`src/rtl/synth_key_pkg.sv`:
```
`default_nettype none
// ============================================================================
// synth_key_pkg : shared types and widths for the key event encoder
// Revision      : 1.0
// ============================================================================
package synth_key_pkg;

  localparam int NUM_KEYS_CFG = 8;
  localparam int KEY_IDX_W    = $clog2(NUM_KEYS_CFG);
  localparam int KEY_CNT_W    = $clog2(NUM_KEYS_CFG + 1);

  typedef struct packed {
    logic [KEY_IDX_W-1:0] idx;
    logic                 press;
  } key_evt_t;

endpackage : synth_key_pkg
`default_nettype wire

```
`src/rtl/key_event_encoder_if.sv`:
```
`default_nettype none
// ============================================================================
// key_event_encoder_if : valid/ready event stream carrying key press/release
// Revision             : 1.0
// ============================================================================
interface key_event_encoder_if #(
  parameter int NUM_KEYS = 8
);
  logic                        evt_valid;
  logic                        evt_ready;
  logic [$clog2(NUM_KEYS)-1:0] evt_key;
  logic                        evt_press;

  modport master (
    output evt_valid,
    output evt_key,
    output evt_press,
    input  evt_ready
  );

  modport slave (
    input  evt_valid,
    input  evt_key,
    input  evt_press,
    output evt_ready
  );
endinterface : key_event_encoder_if
`default_nettype wire

```
`src/rtl/key_evt_fifo.sv`:
```
`default_nettype none
// ============================================================================
// key_evt_fifo : synchronous show-ahead FIFO of key events
// Revision     : 1.0
// ============================================================================
module key_evt_fifo
  import synth_key_pkg::*;
#(
  parameter int DEPTH = 4
) (
  input  logic     clk,
  input  logic     rst,
  input  logic     push,
  input  key_evt_t din,
  output logic     full,
  input  logic     pop,
  output key_evt_t dout,
  output logic     empty
);

  localparam int PTR_W = $clog2(DEPTH);

  logic [PTR_W-1:0] wr_ptr_q, wr_ptr_d;
  logic [PTR_W-1:0] rd_ptr_q, rd_ptr_d;
  logic [PTR_W:0]   count_q, count_d;
  key_evt_t         mem_q [DEPTH];
  key_evt_t         mem_d [DEPTH];
  logic             do_push;
  logic             do_pop;

  assign empty = (count_q == '0);
  assign full  = (count_q == (PTR_W+1)'(DEPTH));
  assign dout  = mem_q[rd_ptr_q];

  // A full FIFO still accepts a write when the head leaves on the same edge.
  assign do_pop  = pop && !empty;
  assign do_push = push && (!full || do_pop);

  always_comb begin
    mem_d    = mem_q;
    wr_ptr_d = wr_ptr_q;
    rd_ptr_d = rd_ptr_q;
    count_d  = count_q;
    if (do_push) begin
      mem_d[wr_ptr_q] = din;
      wr_ptr_d        = wr_ptr_q + PTR_W'(1);
    end
    if (do_pop) begin
      rd_ptr_d = rd_ptr_q + PTR_W'(1);
    end
    if (do_push && !do_pop) begin
      count_d = count_q + (PTR_W+1)'(1);
    end else if (do_pop && !do_push) begin
      count_d = count_q - (PTR_W+1)'(1);
    end
  end

  always_ff @(posedge clk or posedge rst) begin
    if (rst) begin
      wr_ptr_q <= '0;
      rd_ptr_q <= '0;
      count_q  <= '0;
      for (int i = 0; i < DEPTH; i++) begin
        mem_q[i] <= '0;
      end
    end else begin
      wr_ptr_q <= wr_ptr_d;
      rd_ptr_q <= rd_ptr_d;
      count_q  <= count_d;
      for (int i = 0; i < DEPTH; i++) begin
        mem_q[i] <= mem_d[i];
      end
    end
  end

endmodule : key_evt_fifo
`default_nettype wire

```
`src/rtl/key_event_encoder.sv`:
```
`default_nettype none
// ============================================================================
// key_event_encoder : turns debounced key levels into buffered press/release events
// Revision          : 1.0
// ============================================================================
module key_event_encoder
  import synth_key_pkg::*;
#(
  parameter int NUM_KEYS   = NUM_KEYS_CFG,
  parameter int FIFO_DEPTH = 4
) (
  input  logic                   clk,
  input  logic                   rst,
  input  logic [NUM_KEYS-1:0]    key_level,
  key_event_encoder_if.master    evt_if,
  output logic [KEY_CNT_W-1:0]   held_count
);

  logic [NUM_KEYS-1:0]  reported_q, reported_d;
  logic [NUM_KEYS-1:0]  pending;
  logic [KEY_IDX_W-1:0] rr_ptr_q, rr_ptr_d;
  logic [KEY_IDX_W-1:0] pick_idx;
  logic                 pick_found;
  logic                 push;
  logic                 pop;
  logic                 fifo_full;
  logic                 fifo_empty;
  key_evt_t             fifo_din;
  key_evt_t             fifo_dout;
  logic [KEY_CNT_W-1:0] held_count_q, held_count_d;

  // A key that returns to its reported level before service simply drops out.
  assign pending = key_level ^ reported_q;

  // Round-robin search starting one past the last serviced key.
  always_comb begin
    int                   j;
    logic [KEY_IDX_W-1:0] cand;
    j          = 0;
    cand       = '0;
    pick_found = 1'b0;
    pick_idx   = '0;
    for (int k = 1; k <= NUM_KEYS; k++) begin
      j = int'(rr_ptr_q) + k;
      if (j >= NUM_KEYS) begin
        j = j - NUM_KEYS;
      end
      cand = j[KEY_IDX_W-1:0];
      if (!pick_found && pending[cand]) begin
        pick_found = 1'b1;
        pick_idx   = cand;
      end
    end
  end

  assign pop  = !fifo_empty && evt_if.evt_ready;
  assign push = pick_found && (!fifo_full || pop);

  assign fifo_din.idx   = pick_idx;
  assign fifo_din.press = key_level[pick_idx];

  always_comb begin
    reported_d = reported_q;
    rr_ptr_d   = rr_ptr_q;
    if (push) begin
      reported_d[pick_idx] = key_level[pick_idx];
      rr_ptr_d             = pick_idx;
    end
  end

  always_comb begin
    held_count_d = '0;
    for (int i = 0; i < NUM_KEYS; i++) begin
      held_count_d = held_count_d + {{(KEY_CNT_W-1){1'b0}}, reported_d[i]};
    end
  end

  always_ff @(posedge clk or posedge rst) begin
    if (rst) begin
      reported_q   <= '0;
      rr_ptr_q     <= KEY_IDX_W'(NUM_KEYS - 1);
      held_count_q <= '0;
    end else begin
      reported_q   <= reported_d;
      rr_ptr_q     <= rr_ptr_d;
      held_count_q <= held_count_d;
    end
  end

  key_evt_fifo #(
    .DEPTH (FIFO_DEPTH)
  ) u_fifo (
    .clk   (clk),
    .rst   (rst),
    .push  (push),
    .din   (fifo_din),
    .full  (fifo_full),
    .pop   (pop),
    .dout  (fifo_dout),
    .empty (fifo_empty)
  );

  // Head fields are forced to zero when empty so reset values appear immediately.
  assign evt_if.evt_valid = !fifo_empty;
  assign evt_if.evt_key   = fifo_empty ? '0 : fifo_dout.idx;
  assign evt_if.evt_press = fifo_empty ? 1'b0 : fifo_dout.press;
  assign held_count       = held_count_q;

endmodule : key_event_encoder
`default_nettype wire
```
`src/flat_wrapper.sv`:
```
// flat-port wrapper written by rule: the top's interface ports become plain ports
module key_event_encoder_flat import synth_key_pkg::*;
#(
  parameter int NUM_KEYS   = NUM_KEYS_CFG,
  parameter int FIFO_DEPTH = 4
)
  (clk, rst, key_level, held_count, evt_if_evt_valid, evt_if_evt_key, evt_if_evt_press, evt_if_evt_ready);
  key_event_encoder_if #(.NUM_KEYS(NUM_KEYS)) evt_if_i ();
  input  logic clk;
  input  logic rst;
  input  logic [NUM_KEYS-1:0] key_level;
  output logic [KEY_CNT_W-1:0] held_count;
  output wire logic [$bits(evt_if_i.evt_valid)-1:0] evt_if_evt_valid;
  output wire logic [$bits(evt_if_i.evt_key)-1:0] evt_if_evt_key;
  output wire logic [$bits(evt_if_i.evt_press)-1:0] evt_if_evt_press;
  input wire logic [$bits(evt_if_i.evt_ready)-1:0] evt_if_evt_ready;
  assign evt_if_evt_valid = evt_if_i.evt_valid;
  assign evt_if_evt_key = evt_if_i.evt_key;
  assign evt_if_evt_press = evt_if_i.evt_press;
  assign evt_if_i.evt_ready = evt_if_evt_ready;
  key_event_encoder #(.NUM_KEYS(NUM_KEYS), .FIFO_DEPTH(FIFO_DEPTH)) u_core (.clk(clk), .rst(rst), .key_level(key_level), .evt_if(evt_if_i), .held_count(held_count));
endmodule
```
`config.mk`:
```
export PLATFORM = sky130hd
export DESIGN_NAME = key_event_encoder_flat
export DESIGN_NICKNAME = d
export VERILOG_FILES = /design/src/rtl/synth_key_pkg.sv /design/src/rtl/key_event_encoder_if.sv /design/src/rtl/key_evt_fifo.sv /design/src/rtl/key_event_encoder.sv /design/src/flat_wrapper.sv
export SDC_FILE = /design/constraint.sdc
export NUM_CORES = 1
export LEC_CHECK = 0
export ABC_AREA = 1
export BUFFER_PORTS_ARGS = -buffer_cell sky130_fd_sc_hd__buf_2
export CORE_ASPECT_RATIO = 1.75
export CORE_MARGIN = 4
export CORE_UTILIZATION = 36
export CTS_BUF_LIST = sky130_fd_sc_hd__clkbuf_8 sky130_fd_sc_hd__clkbuf_16
export CTS_CLUSTER_SIZE = 14
export DETAILED_ROUTE_END_ITERATION = 10
export HOLD_SLACK_MARGIN = 0.08
export PLACE_DENSITY_LB_ADDON = 0.3
export SETUP_SLACK_MARGIN = 0.15
export SLEW_MARGIN = 20
export SYNTH_ARGS = -nofsm -noshare
export SYNTH_HDL_FRONTEND = slang
export SYNTH_SLANG_ARGS = --single-unit
```
`constraint.sdc`:
```
create_clock -name clk -period 5 [get_ports clk]
set_clock_uncertainty 0.2 [all_clocks]
set_input_delay 0.5 -clock clk [delete_from_list [all_inputs] [get_ports clk]]
set_output_delay 0.5 -clock clk [all_outputs]
set_load 0.02 [all_outputs]
```
# Word level (Yosys, flattened, before mapping)
# Cells that the tools add are included.
word_totals:
  ff_bits: 38
  input_bits: 11
  output_inout_bits: 9
  word_cells: 152
op_classes:
  n_addsub: 27
  order_cmp: 21
  eq_ne: 1
  muxes: 56
  bitwise_logic: 3
  n_reduce_logical: 30
op_table:
  columns: ["operator", "count"]
  rows:
  - ["3-bit two-way mux", 19]
  - ["3-bit by 4-bit < comparator with 1-bit output (second input constant)", 9]
  - ["4-bit greater-or-equal comparator (second input constant)", 7]
  - ["1-bit binary-select mux with 3-bit select", 9]
  - ["3-bit by 1-bit subtractor with 3-bit output (second input constant)", 9]
  - ["4-bit by 1-bit adder with 4-bit output", 6]
  - ["1-bit two-way mux", 19]
  - ["3-bit by 3-bit adder with 4-bit output (second input constant)", 4]
  - ["16-bit bitwise mux", 1]
  - ["1-bit logical AND", 15]
  - ["4-bit two-way mux", 3]
  - ["1-bit logical NOT", 11]
  - ["3-bit by 2-bit adder with 4-bit output (second input constant)", 2]
  - ["4-bit binary-select mux with 2-bit select", 1]
  - ["8-bit bitwise mux", 1]
  - ["4-bit demux with 2-bit select", 1]
  - ["8-bit two-way mux", 1]
  - ["8-bit bitwise XOR", 1]
  - ["3-bit greater-or-equal comparator (second input constant)", 2]
  - ["2-bit NOT with 3-bit output", 2]
  - ["3-bit by 4-bit adder with 5-bit output (second input constant)", 1]
  - ["5-bit by 4-bit greater-or-equal comparator with 1-bit output (second input constant)", 1]
  - ["2-bit by 1-bit adder with 2-bit output (second input constant)", 2]
  - ["3-bit by 1-bit adder with 4-bit output (second input constant)", 1]
  - ["other kinds (9)", 10]

# Longest topological paths before layout
logic_depth:
  ltp_word: 40
  depth_mapped: 34
  mapped_depth_nobuf: 31

# Modules after synthesis
# From an unflattened synthesis, not the netlist that was laid out.
hier_totals:
  cells_unflattened: 427
  hier_area_um2: 3253.1
modules_own_cells:
  columns: ["module", "n_inst", "cells_per_inst", "area_per_inst_um2", "seq_area_each_um2"]
  rows:
  - ["key_event_encoder", 1, 288, 2019.4, 379.1]
  - ["key_evt_fifo", 1, 139, 1233.7, 575.6]

# Least setup slack after synthesis
# No wires, ideal clock.
synth_path:
  kind: "flip-flop to flip-flop"
  start: "register u_core.rr_ptr_q[0]"
  end: "register u_core.held_count_q[1], in the netlist u_core.held_count[1]"
  setup_time_ns: 0.064
  arrival_ns: 5.145
  required_ns: 4.736
  path_slack_ns: -0.409
  path_stages_with_launch: 32
  n_path_buf: 4
  synth_period_minus_slack_ns: 5.409
  cell_sequence: "dfstp_2 > buf_6 > inv_6 > buf_6 > ha_1 > buf_2 > inv_2 > nand3_1 > nand2_1 > nand2_1 > nand2_2 > nand4_2 > nor2_4 > nand3_4 > nor2_4 > inv_2 > o21ai_4 > nor2_2 > nand2_1 > nand2_2 > nor2_4 > buf_6 > a21oi_2 > ha_1 > fa_1 > inv_1 > fa_1 > inv_1 > fa_1 > inv_1 > fa_1 > inv_1"
synth_via:
  elab_chain_len: 40
  elab_cells_between_ends: 95
  cone_classes: "add/sub: 23; order compare: 10; mux: 46; reduce/logical: 16"
synth_lines:
  columns: ["item", "line_no", "source"]
  rows:
  - ["from (decl)", "key_event_encoder.sv:21", "logic [KEY_IDX_W-1:0] rr_ptr_q, rr_ptr_d;"]
  - ["from (signal assigned)", "key_event_encoder.sv:81", "rr_ptr_q <= KEY_IDX_W'(NUM_KEYS - 1);"]
  - ["from (signal assigned)", "key_event_encoder.sv:85", "rr_ptr_q <= rr_ptr_d;"]
  - ["3-bit by 1-bit adder with 4-bit output", "key_event_encoder.sv:44", "j = int'(rr_ptr_q) + k;"]
  - ["4-bit greater-or-equal comparator or 3-bit by 1-bit subtractor with 3-bit output (tied branches)", "key_event_encoder.sv:45, key_event_encoder.sv:46", null]
  - ["3-bit two-way mux", "key_event_encoder.sv:45", "if (j >= NUM_KEYS) begin"]
  - ["1-bit binary-select mux with 3-bit select", "key_event_encoder.sv:49", "if (!pick_found && pending[cand]) begin"]
  - ["1-bit two-way mux (not written as such)", "key_event_encoder.sv:49", null]
  - ["1-bit two-way mux", "key_event_encoder.sv:49", null]
  - ["1-bit logical NOT", "key_event_encoder.sv:49", null]
  - ["1-bit logical AND", "key_event_encoder.sv:49", null]
  - ["[... 21 more ...]", null, null]
  - ["1-bit two-way mux (not written as such)", "key_event_encoder.sv:66", "reported_d[pick_idx] = key_level[pick_idx];"]
  - ["1-bit demux with 3-bit select", null, null]
  - ["8-bit bitwise mux", "key_event_encoder.sv:66", null]
  - ["8-bit two-way mux (*)", "key_event_encoder.sv:65", "if (push) begin"]
  - ["net u_core.reported_d[1]", "key_event_encoder.sv:19", "logic [NUM_KEYS-1:0] reported_q, reported_d;"]
  - ["1-bit by 1-bit adder with 2-bit output (*)", "key_event_encoder.sv:74", "held_count_d = held_count_d + {{(KEY_CNT_W-1){1'b0}}, reported_d[i]};"]
  - ["4-bit by 1-bit adder with 4-bit output (*) (6 in a row)", "key_event_encoder.sv:74", null]
  - ["net u_core.held_count_d[1]", "key_event_encoder.sv:30", "logic [KEY_CNT_W-1:0] held_count_q, held_count_d;"]
  - ["to (signal assigned)", "key_event_encoder.sv:86", "held_count_q <= held_count_d;"]
  - ["to (decl)", "key_event_encoder.sv:30", null]
# Mark *: on every way through the listed nets, which the timed path passes. The rest lies on a longest branch. The select of a mux whose other input is x is not followed.
# A chain may end at the register's enable or synchronous reset.

# Worst setup path in the final report
layout_path:
  start: "register u_core.rr_ptr_q[0]"
  end: "register u_core.held_count_q[2], in the netlist u_core.held_count[2]"
# The elaborated chain is that of the path after synthesis.

==> impl_metrics.toml <==
[run_status]
status = "finished with violations"
violations = "setup timing"

[place]
hpwl_um = 6910
place_congestion = 0.925
place.port_buffers = 19

[route]
remaining_drc_errors = 0
via_count = 3026
drt_wl_total_um = 8490
drt-vias-per-instance = 4.91
ant_nets = 0
drtPass1Iterations = 4
post_drt_wl_per_cell_um = 13.8
dr.first_iter.drc_count = 124

[critical_path]
cp-start-kind = "flop"
crit_arrival_ps = 5130
reg2regPathDepth = 26
end_kind = "flop"
timing.rr.end = "u_core.held_count[2]$_DFF_PP0_"
r2r_slack_ps = -170
cp_max_fo = 7
worstSetupPathType = "flop to flop"
worstPathRequired_ps = 4960
r2r-start = "u_core.rr_ptr_q[0]$_DFFE_PP1N_"

[clock_network]
clk_pin_slew_ps = 60
tritoncts = "done"
clock_sinks = 38
cts_root_buffer = "clkbuf_16"
cts_buffer_depth = 2
clock_latency_ps = 280
ctsHoldBuffers = 0
cts_buffers = 5
htree_levels = 2

[run]
maxCapViolCount = 0

[die]
die_h_um = 130
initial_utilization_pct = 37.0
die-area_um2 = 10100
num_rows = 44
core_area_um2 = 8310
io_pins = 20
dieWidth_um = 77.9

[sta]
fin_ws_ps = -172
setup_viol = 3
final_hold_viol_count = 0
period_needed_ps = 5170
slew_violations = 0
clock.fmax_ghz = 0.193
max_slew_margin_pct = 67.7
grt_setup_unrepaired = "yes"
period_share_pct = 103
tightest_slew_ps = 485

[worst_hold_path]
hold_path_class = "input pin to async pin"

[yosys]
syn_inst = 433
synth-seq-cells = 38
yosys_warnings = 0
syn_nets = 459
yosysTopAreaCell = "dfrtp_1"
synth-simple-area-share_pct = 40.1
synth.top_cell.area_share_pct = 28.5
syn_avg_cell_area_um2 = 7.11
ys_top_cells_by_area = "dfrtp_1 (28%), nand2_1 (13%), nand3_1 (11%)"
synth_area_um2 = 3080
synth_compound_area_share_pct = 8.38
synthAdderAreaFrac_pct = 7.32
synth_top_family_by_area = "simple AND/OR/NAND/NOR gates"
muxShareOfSynthArea_pct = 0.366
ys_types = 34
synth_xor_area_share_pct = 3.38
ys_seq_area_share_pct = 31.0

[layout]
syn_to_final_growth_pct = 31.3
diodes = 0
nets = 526
utilization_pct = 48.6
drive_gt1_share_pct = 32.7

[global_route]
track_usage_pct = 17.7
grt_pass1_wl_um = 13900
antenna_found_initial = 0
grt_max_degree = 39
grt_pass1_vias = 3074
grt_overflow = 0
## flip-flops by register name, indices dropped and copies added (netlist names)
signal	count
u_core.u_fifo.mem_q	16
u_core.u_fifo.rd_ptr_q	2
u_core.reported_q	8
u_core.held_count	4
u_core.u_fifo.wr_ptr_q	2
u_core.rr_ptr_q	3
u_core.u_fifo.count_q	3
## per-stage QoR
stage	cells	worst slack (ps)	hold slack (ps)	setup TNS [ps]	instance area [um^2]
after floorplan	433	-253	248	-494	3140
after global placement	604	-184	263	-358	3650
after detailed placement	604	-231	271	-461	3650
after CTS	614	-102	142	-199	3940
after global routing	616	-413	174	-1170	4040
final	616	-172	115	-449	4040
## how the worst max path moves through the flow
stage | start | endpoint | slack, ps | depth (start not counted)
2_1_floorplan | u_core.rr_ptr_q[0]$_DFFE_PP1N_ | u_core.held_count[1]$_DFF_PP0_ | -250 | 31
3_3_place_gp | u_core.rr_ptr_q[0]$_DFFE_PP1N_ | u_core.held_count[1]$_DFF_PP0_ | -180 | 24
3_5_place_dp | u_core.rr_ptr_q[0]$_DFFE_PP1N_ | u_core.held_count[1]$_DFF_PP0_ | -230 | 26
4_1_cts | u_core.rr_ptr_q[0]$_DFFE_PP1N_ | u_core.held_count[2]$_DFF_PP0_ | -100 | 26
5_1_grt | u_core.rr_ptr_q[0]$_DFFE_PP1N_ | u_core.held_count[1]$_DFF_PP0_ | -410 | 25
6_report | u_core.rr_ptr_q[0]$_DFFE_PP1N_ | u_core.held_count[2]$_DFF_PP0_ | -170 | 26
## metal layers
metal  up-vias  global-route usage, %  share of wire, %
met5         -                      0                 0
met4         0                   13.0               6.1
met3        32                   2.42               2.3
li1       1523                      -                 -
met2        57                   33.7                56
met1      1414                   17.1                36
## critical path, stage by stage (launching register included)
cell	delay [ps]
dfstp_2	620
inv_6	50
ha_4	360
nand3_2	110
nand3_2	100
nand2_2	80
nor2_4	150
nand4_4	120
nor2_4	170
nand3_4	140
nand2_4	100
nor2_1	50
nor2_2	130
nor2_2	70
nand2_1	70
nand2_2	70
nor2_4	160
a21oi_2	90
ha_1	320
fa_1	510
inv_1	50
fa_1	430
inv_1	80
fa_2	210
inv_2	40
fa_1	420
xnor2_1	140
## timing repair
action | 4_1_cts | 5_1_grt
resized for setup | 27 | 18
setup endpoints to repair | 4 | 4
pin swaps | 12 | 8
setup buffers | 2 | 2
hold endpoints to repair | 0 | 0
## cell families (layout without fill, tap and decap cells)
| kind of cell | Yosys count | in the layout |
|---|---|---|
| AND/OR/NAND/NOR | 261 | 261 |
| buffers and inverters | 65 | 133 |
| AO/OA/AOI/OAI | 45 | 45 |
| flip-flops | 38 | 38 |
| adder cells (fa/ha/maj) | 15 | 15 |
| XOR/XNOR | 8 | 8 |
| multiplexers | 1 | 1 |
## Yosys cell counts
master	instances
nand2_1	108
nand3_1	68
nor2_1	50
inv_1	49
dfrtp_1	35
o21ai_0	29
ha_1	10
nand2_2	9
nand3_2	9
a21oi_1	8
a21oi_2	5
fa_1	5
inv_2	5
nand4_1	5
nor2_4	5
buf_6	4
nor2_2	4
dfstp_2	3
xor2_1	3
buf_2	2
buf_4	2
nand4_2	2
xnor2_1	2
a21boi_0	1
clkbuf_1	1
clkinv_1	1
inv_6	1
mux2_2	1
nand3_4	1
o21ai_1	1
o21ai_4	1
xnor2_2	1
xnor2_4	1
xor2_2	1
## layout by cell type, fill, tap and decap left out, drive strengths merged
cell,netlist,layout
a21boi,1,1
dfstp,3,3
nand4,7,7
nor2,59,59
inv,55,55
xnor2,4,4
nand3,78,78
ha,10,10
clkbuf,1,6
fa,5,5
buf,8,69
nand2,117,117
mux2,1,1
o21ai,31,31
a21oi,13,13
clkinvlp,0,1
dfrtp,35,35
xor2,4,4
clkinv,1,2
## final cells by class
type                            instances  area (um^2)
Tap cell                              115          144
Clock inverter                          2         12.5
Timing Repair Buffer                   69          495
Inverter                               56          223
Sequential cell                        38          955
Fill cell                             826         4270
Multi-Input combinational cell        330         2070
Clock buffer                            6          139
Power is left out: the tool's default activity adds up to more than one toggle a clock period on the data nets, which glitch-free logic cannot reach.
